File: src/rtl/sram_a_ctrl.sv
// sram_a_ctrl: synchronous initiator for the asynchronous SRAM_A port.
// Accepts single-word read/write requests on a valid/ready handshake. Each
// request is driven onto the SRAM pins in three phases:
//   SETUP  (1 cycle)    address and data settle, En=1, We=0
//   ACCESS (WAIT cycles) We follows the request type
//   HOLD   (1 cycle)    address and data held, We=0, response strobe
// Read data is captured on the edge that leaves ACCESS.
// Optional build feature: define SRAM_A_CTRL_CLEAR_EN to make the controller
// zero the whole memory after reset, before it accepts any request.
module sram_a_ctrl #(
    parameter int AW   = 8,
    parameter int DW   = 8,
    parameter int WAIT = 1     // ACCESS length in cycles, 1..15
) (
    input  logic          clk_i,
    input  logic          rst_n_i,
    // request side
    input  logic          req_valid_i,
    output logic          req_ready_o,
    input  logic          req_we_i,
    input  logic [AW-1:0] req_dir_i,
    input  logic [DW-1:0] req_dato_i,
    // response side
    output logic          rsp_valid_o,
    output logic [DW-1:0] rsp_dato_o,
    output logic          busy_o,
    // SRAM pins
    output logic [AW-1:0] dir_o,
    output logic [DW-1:0] dato_e_o,
    output logic          we_o,
    output logic          en_o,
    input  logic [DW-1:0] dato_s_i
);

    // The wait counter is loaded with WAIT-1 and counts down to 0, so four
    // bits cover the full legal range of WAIT.
    localparam logic [3:0] WAIT_M1 = 4'(WAIT - 1);

`ifdef SRAM_A_CTRL_CLEAR_EN
    typedef enum logic [2:0] {
        S_IDLE,
        S_SETUP,
        S_ACCESS,
        S_HOLD,
        S_CLEAR
    } state_e;
    localparam state_e RST_STATE = S_CLEAR;
`else
    typedef enum logic [2:0] {
        S_IDLE,
        S_SETUP,
        S_ACCESS,
        S_HOLD
    } state_e;
    localparam state_e RST_STATE = S_IDLE;
`endif

    state_e        state_q;
    logic [3:0]    cnt_q;        // ACCESS cycles remaining after this one
    logic          wlat_q;       // latched request type, 1 = write
    logic [AW-1:0] dir_q;
    logic [DW-1:0] dato_e_q;
    logic          we_q;
    logic          en_q;
    logic          rsp_valid_q;
    logic [DW-1:0] rsp_dato_q;
    logic          sweep;        // high while the power-up clear is running

`ifdef SRAM_A_CTRL_CLEAR_EN
    logic [AW-1:0] clr_addr_q;   // next address the clear sweep writes
    logic          sweep_q;
    assign sweep = sweep_q;
`else
    assign sweep = 1'b0;
`endif

    // Control state, SRAM pin registers and response registers in one place;
    // every pin is registered, so each phase's pin values are set on the edge
    // that enters that phase.
    always_ff @(posedge clk_i or negedge rst_n_i) begin
        if (!rst_n_i) begin
            state_q     <= RST_STATE;
            cnt_q       <= '0;
            wlat_q      <= 1'b0;
            dir_q       <= '0;
            dato_e_q    <= '0;
            we_q        <= 1'b0;
            en_q        <= 1'b0;
            rsp_valid_q <= 1'b0;
            rsp_dato_q  <= '0;
`ifdef SRAM_A_CTRL_CLEAR_EN
            clr_addr_q  <= '0;
            sweep_q     <= 1'b1;
`endif
        end else begin
            case (state_q)
                S_IDLE: begin
                    // req_ready is high throughout IDLE, so valid alone accepts
                    if (req_valid_i) begin
                        state_q  <= S_SETUP;
                        wlat_q   <= req_we_i;
                        dir_q    <= req_dir_i;
                        dato_e_q <= req_dato_i;
                        en_q     <= 1'b1;
                        we_q     <= 1'b0;
                    end
                end
                S_SETUP: begin
                    state_q <= S_ACCESS;
                    we_q    <= wlat_q;
                    cnt_q   <= WAIT_M1;
                end
                S_ACCESS: begin
                    if (cnt_q == 4'd0) begin
                        state_q     <= S_HOLD;
                        we_q        <= 1'b0;
                        // clear-sweep writes are internal and produce no response
                        rsp_valid_q <= ~sweep;
                        if (!wlat_q)
                            rsp_dato_q <= dato_s_i;
                    end else begin
                        cnt_q <= cnt_q - 4'd1;
                    end
                end
                S_HOLD: begin
                    en_q        <= 1'b0;
                    rsp_valid_q <= 1'b0;
`ifdef SRAM_A_CTRL_CLEAR_EN
                    if (sweep_q) begin
                        // stop at the top address rather than wrapping
                        if (clr_addr_q == {AW{1'b1}}) begin
                            sweep_q <= 1'b0;
                            state_q <= S_IDLE;
                        end else begin
                            clr_addr_q <= clr_addr_q + 1'b1;
                            state_q    <= S_CLEAR;
                        end
                    end else begin
                        state_q <= S_IDLE;
                    end
`else
                    state_q <= S_IDLE;
`endif
                end
`ifdef SRAM_A_CTRL_CLEAR_EN
                S_CLEAR: begin
                    // plays the role of IDLE for the sweep: launch a write of 0
                    state_q  <= S_SETUP;
                    wlat_q   <= 1'b1;
                    dir_q    <= clr_addr_q;
                    dato_e_q <= '0;
                    en_q     <= 1'b1;
                    we_q     <= 1'b0;
                end
`endif
                default: state_q <= S_IDLE;
            endcase
        end
    end

    assign req_ready_o = (state_q == S_IDLE);
    assign busy_o      = (state_q != S_IDLE);
    assign rsp_valid_o = rsp_valid_q;
    assign rsp_dato_o  = rsp_dato_q;
    assign dir_o       = dir_q;
    assign dato_e_o    = dato_e_q;
    assign we_o        = we_q;
    assign en_o        = en_q;

endmodule

File: config.mk
export PLATFORM = sky130hd
export DESIGN_NAME = sram_a_ctrl
export DESIGN_NICKNAME = d
export VERILOG_FILES = /design/src/rtl/sram_a_ctrl.sv
export SDC_FILE = /design/constraint.sdc
export NUM_CORES = 1
export LEC_CHECK = 0
export CORE_MARGIN = 4
export CORE_UTILIZATION = 49
export CTS_BUF_LIST = sky130_fd_sc_hd__clkbuf_4
export DETAILED_ROUTE_END_ITERATION = 8
export GPL_ROUTABILITY_DRIVEN = 0
export PLACE_DENSITY = 0.95
export SYNTH_ARGS = -nofsm -noshare
export SYNTH_HDL_FRONTEND = slang
export SYNTH_SLANG_ARGS = --single-unit
File: constraint.sdc
create_clock -name clk_i -period 3.15 [get_ports clk_i]
set_input_delay 0.63 -clock clk_i [delete_from_list [all_inputs] [get_ports clk_i]]
set_output_delay 0.63 -clock clk_i [all_outputs]
set_load 0.02 [all_outputs]
# [Word level (Yosys, flattened, before mapping)]
# Index checks and enable logic that the tools add are counted.
# W data, S select, Z words.
[word_totals] register_bits=35
[op_classes] add_sub_neg=1 eq_ne=6 n_mux=12 bitwise=1 reduce_logical=14
[op_table] cell="$reduce_and A2 Y1" count=5
[op_table] cell="$pmux W3 S3" count=1
[op_table] cell="$pmux W4 S2" count=1
[op_table] cell="$eq A3 B2 Y1 const B" count=2
[op_table] cell="$mux W3" count=2
[op_table] cell="$ne A2 B2 Y1 const B" count=3
[op_table] cell="$reduce_and A3 Y1" count=2
[op_table] cell="$reduce_bool A2 Y1" count=3
[op_table] cell="$reduce_bool A3 Y1" count=2
[op_table] cell="$logic_not A4 Y1" count=1
[op_table] cell="$mux W1" count=4
[op_table] cell="$mux W4" count=1
[op_table] cell="$pmux W1 S2" count=2
[op_table] cell="$sub A4 B1 Y4 const B" count=1
[op_table] cell="$eq A3 B1 Y1 const B" count=1
[op_table] cell="$logic_not A3 Y1" count=1
[op_table] cell="$pmux W1 S3" count=1
[op_table] cell="$not A1 Y1" count=1

# [Logic depth before layout (Yosys ltp)]
[logic_depth] word_depth=3 depth_mapped=7 ltp_nobuf=5

# [Worst setup path after synthesis]
# No wires, ideal clock.
[synth_path] path_type="flip-flop to flip-flop" from="register cnt_q[0]" to="register rsp_dato_q[0], in the netlist rsp_dato_o[0]" setup_ns=0.125 t_arrival_ns=1.860 path_slack_ns=1.165 stages_incl_launch_ff=8 n_path_buf=2 cell_sequence="dfrtp_1 > inv_1 > ha_1 > or3b_1 > buf_2 > or3_1 > buf_6 > mux2_4"
[synth_via] elab_chain_len=2
[synth_rtl] element="start: declaration" line_no="59" source="logic [3:0] cnt_q;"
[synth_rtl] element="start signal: assignment" line_no="122" source="cnt_q <= cnt_q - 4'd1;"
[synth_rtl] element="$logic_not A4 Y1" line_no="114" source="if (cnt_q == 4'd0) begin"
[synth_rtl] element="$reduce_and A3 Y1 (no line)"
[synth_rtl] element="end signal: assignment" line_no="120" source="rsp_dato_q <= dato_s_i;"
[synth_rtl] element="end: declaration" line_no="66" source="logic [DW-1:0] rsp_dato_q;"
# Every way passes these cells.
# A chain may end at the register's enable or synchronous reset.

# [Worst setup path after layout]
[layout_path] from="register state_q[0]" to="output port busy_o"
[layout_via] elab_chain_len=1
[layout_rtl] element="start: declaration" line_no="58" source="state_e state_q;"
[layout_rtl] element="start signal: assignment" line_no="82" source="state_q <= RST_STATE;"
[layout_rtl] element="start signal: assignment" line_no="100" source="state_q <= S_SETUP;"
[layout_rtl] element="start signal: assignment" line_no="109" source="state_q <= S_ACCESS;"
[layout_rtl] element="$reduce_bool A3 Y1" line_no="162" source="assign busy_o = (state_q != S_IDLE);"
[layout_rtl] element="end: declaration" line_no="26" source="output logic busy_o,"
# Every way passes these cells.

==> reports/metrics.yaml <==
clocking:
  clock_latency_on_the_worst_skew_pair_ns: 0.34
  clock_tree.htree_level_count: 2
  clk_pin_slew_worst_paths_ns: 0.11
  cts_max_path_buffers: 2
  ctsHoldBuffers: 0
  clock_sinks: 34
  postCtsResizedCells: 0
  cts_tree: "done"
  clk_root_buffer_cell: "clkbuf_4"
  number_of_buffers_inserted_by_post_cts_setup_repair: 0
  cts_buffers: 5
global_routing:
  grt_max_degree: 35
  global_route.overflow_total: 0
  initial_antenna_violation_count: 0
  grt_pass1_wl_mm: 5.36
  track_usage: 0.175
  first_global_vias: 1147
yosys:
  postSynthNetCount: 143
  synth_flop_type: "dfrtp_1"
  synth.ff_latch_count: 34
  netlist_instances: 108
  post_synth.cell_area_avg_sq_um: 14.0
  synthArstFlopShare: 1.00
  synth-seq-area-share: 0.562
  synth_area_sq_mm: 0.00151
  ys_types: 25
  ys_warns: 0
  synth-edff-count: 0
sta:
  worst_slew_pin_slew_ns: 0.676
  maxSlewViolCount: 0
  fin_skew_ns: 0.0145
  highest_clock_rate_mhz: 400
  hold_violations: 0
  finalCriticalPeriod_ns: 2.50
  finalSetupTns_ns: 0
  final.period_utilization: 0.793
  setup_viol: 0
  unrepaired_setup_endpoints_after_global_routing: "false"
  max-slew-margin-rel: 0.548
detailed_routing:
  detail_route.iter0.violations: 22
  top_layer_reached_by_signal_wires: "met4"
  vias: 1059
  met3RoutedLength_um: 302
  met2RoutedLength_mm: 1.57
  route.detailed.drc: 0
  drtAntennaViolNets: 0
  drt_pass1_iterations: 4
  detail_route.wirelength_mm: 3.22
  vias_per_instance: 5.30
  routed_wire_length_per_instance_um: 16.1
  routedLengthMet1_mm: 1.30
finish:
  post_route_cells_drive_above_1_share: 0.213
  final_cell_count_no_fill: 200
  layout-area-overhead-vs-synth_pct: 44.0
  antenna_cells: 0
  final.fill_count: 189
  finalNetCount: 203
  fin_util: 0.764
worst_setup_path:
  cp_slowest_stage_delay_ns: 0.62
  crit_arrival_ns: 1.87
  cp-start-kind: "flip-flop"
  buf_inv_stages_crit_path: 3
  cpLargestDelayFamily: "buffers and inverters"
  setup.worst_path.class: "reg2out"
  timing.critical_path.cells: "inv_1 > ha_1 > inv_1 > clkdlybuf4s50_1"
  critical_path.most_common_cell: "inv_1"
  worst_path_cell_with_the_longest_stage_delay: "clkdlybuf4s50_1"
  critPathRequiredTime_ns: 2.52
  worstPathMaxFanout: 5
  worstSetupEndpointType: "output port"
hold_path:
  min_path_type: "reg2reg"
floorplanning:
  ios: 57
  num_rows: 19
  height_of_the_die_um: 63.6
  floorplan.core_area_sq_mm: 0.00285
  initial_utilization: 0.530
  chip_width_um: 63.6
  design.die.area_sq_mm: 0.00404
place:
  dp_cells: 192
  port-buffer-count: 56
  hpwlAfterDp_mm: 2.39
power_and_ir_drop:
  design_power_total_mw: 2.25
  vdd.ir_drop.worst_mv: 0.736
  p_leak_nw: 0.973
  total_power_density_per_cell_area_mw_per_mm2: 1030
run:
  max_cap_viol_count: 0
run_status:
  outcome: "finished, final reports clean"
-- Yosys cell counts (2+ instances only) --
cell type	count	area [sq um]
clkbuf_1	2	7.51
dfrtp_1	34	851
ha_1	7	87.6
inv_1	7	26.3
mux2_2	18	203
mux2_4	8	120
mux2i_1	4	40.0
nand2_1	4	15.0
nand3_1	2	10.0
nor2_1	2	7.51
nor2b_1	2	12.5
o21ai_0	4	20.0
o2bb2ai_1	2	17.5
-- final timing paths --
kind                            cells past startpoint             to       start  slack [ns]
worst max register to register                      5  rsp_dato_o[4]    cnt_q[0]        0.95
max in group asynchronous                           2    dato_e_o[6]     rst_n_i        2.16
worst max-delay path                                4         busy_o  state_q[0]        0.65
worst min register to register                      1       dir_o[3]    dir_o[3]        0.52
worst min-delay path                                1       dir_o[3]    dir_o[3]        0.52
min in group asynchronous                           2  rsp_dato_o[3]     rst_n_i        0.68
-- layout make-up --
type	count	area, sq um	share of cell area
flip-flops and latches	34	851	0.391
multi-input cells	63	612	0.281
repair buffers	57	568	0.261
clock buffers	6	45.0	0.0207
well taps	31	38.8	0.0178
clock inverters	2	37.5	0.0172
inverters	7	26.3	0.0121
-- cells in the final DEF (no fill, tap or decap) --
cell type and count:
or3_1 1, bufinv_16 1, or3b_1 1, o21ai_0 4, xnor2_1 1, o21bai_1 1, o2bb2ai_1 2, mux2_4 8
clkinvlp_4 1, nor2_1 2, a32o_1 1, nand2_1 4, nor3b_1 1, mux2_2 18, inv_1 7, a21oi_1 1
nor3_1 1, a221o_2 1, nor2b_1 2, dfrtp_1 34, o311ai_0 1, mux2i_1 4, clkbuf_4 6, nand3_1 2
buf_4 1, ha_1 7, clkdlybuf4s50_1 56
-- stage by stage --
step,worst slack [ns],area (sq um),hold slack (ns)
after floorplan,1.16,1510,0.334
after global placement,1.02,2100,0.489
after detailed placement,0.973,2100,0.495
after CTS,0.620,2180,0.520
after global routing,0.522,2180,0.538
final,0.653,2180,0.518
-- cells by family (layout without fill, tap and decap cells) --
family	Yosys count	count (layout)	synth area share
AOI/OAI and AO/OA	11	11	0.0529
DFF	34	34	0.562
adders and majority gates	7	7	0.0579
muxes	30	30	0.240
and+or+nand+nor	14	14	0.0480
xor gates and xnor gates	1	1	0.00579
buffers and inverters	11	72	0.0331
-- sequential cells by signal (all words and copies together), names as in the netlist --
name / cells
dato_e_o: 8
dir_o: 8
state_q: 2
rsp_valid_o: 1
cnt_q: 4
we_o: 1
en_o: 1
wlat_q: 1
rsp_dato_o: 8
-- power breakdown --
group / switching [mW] / internal [mW]
Clock: 0.144 / 0.176
Combinational: 0.539 / 0.638
Sequential: 0.116 / 0.634
-- routing by layer --
layer,vias up,global-route usage
met4,0,0.0728
met5,-,0
li1,494,-
met3,4,0.0888
met2,48,0.288
met1,513,0.188
No activity file was read; power rests on OpenSTA's default activity.
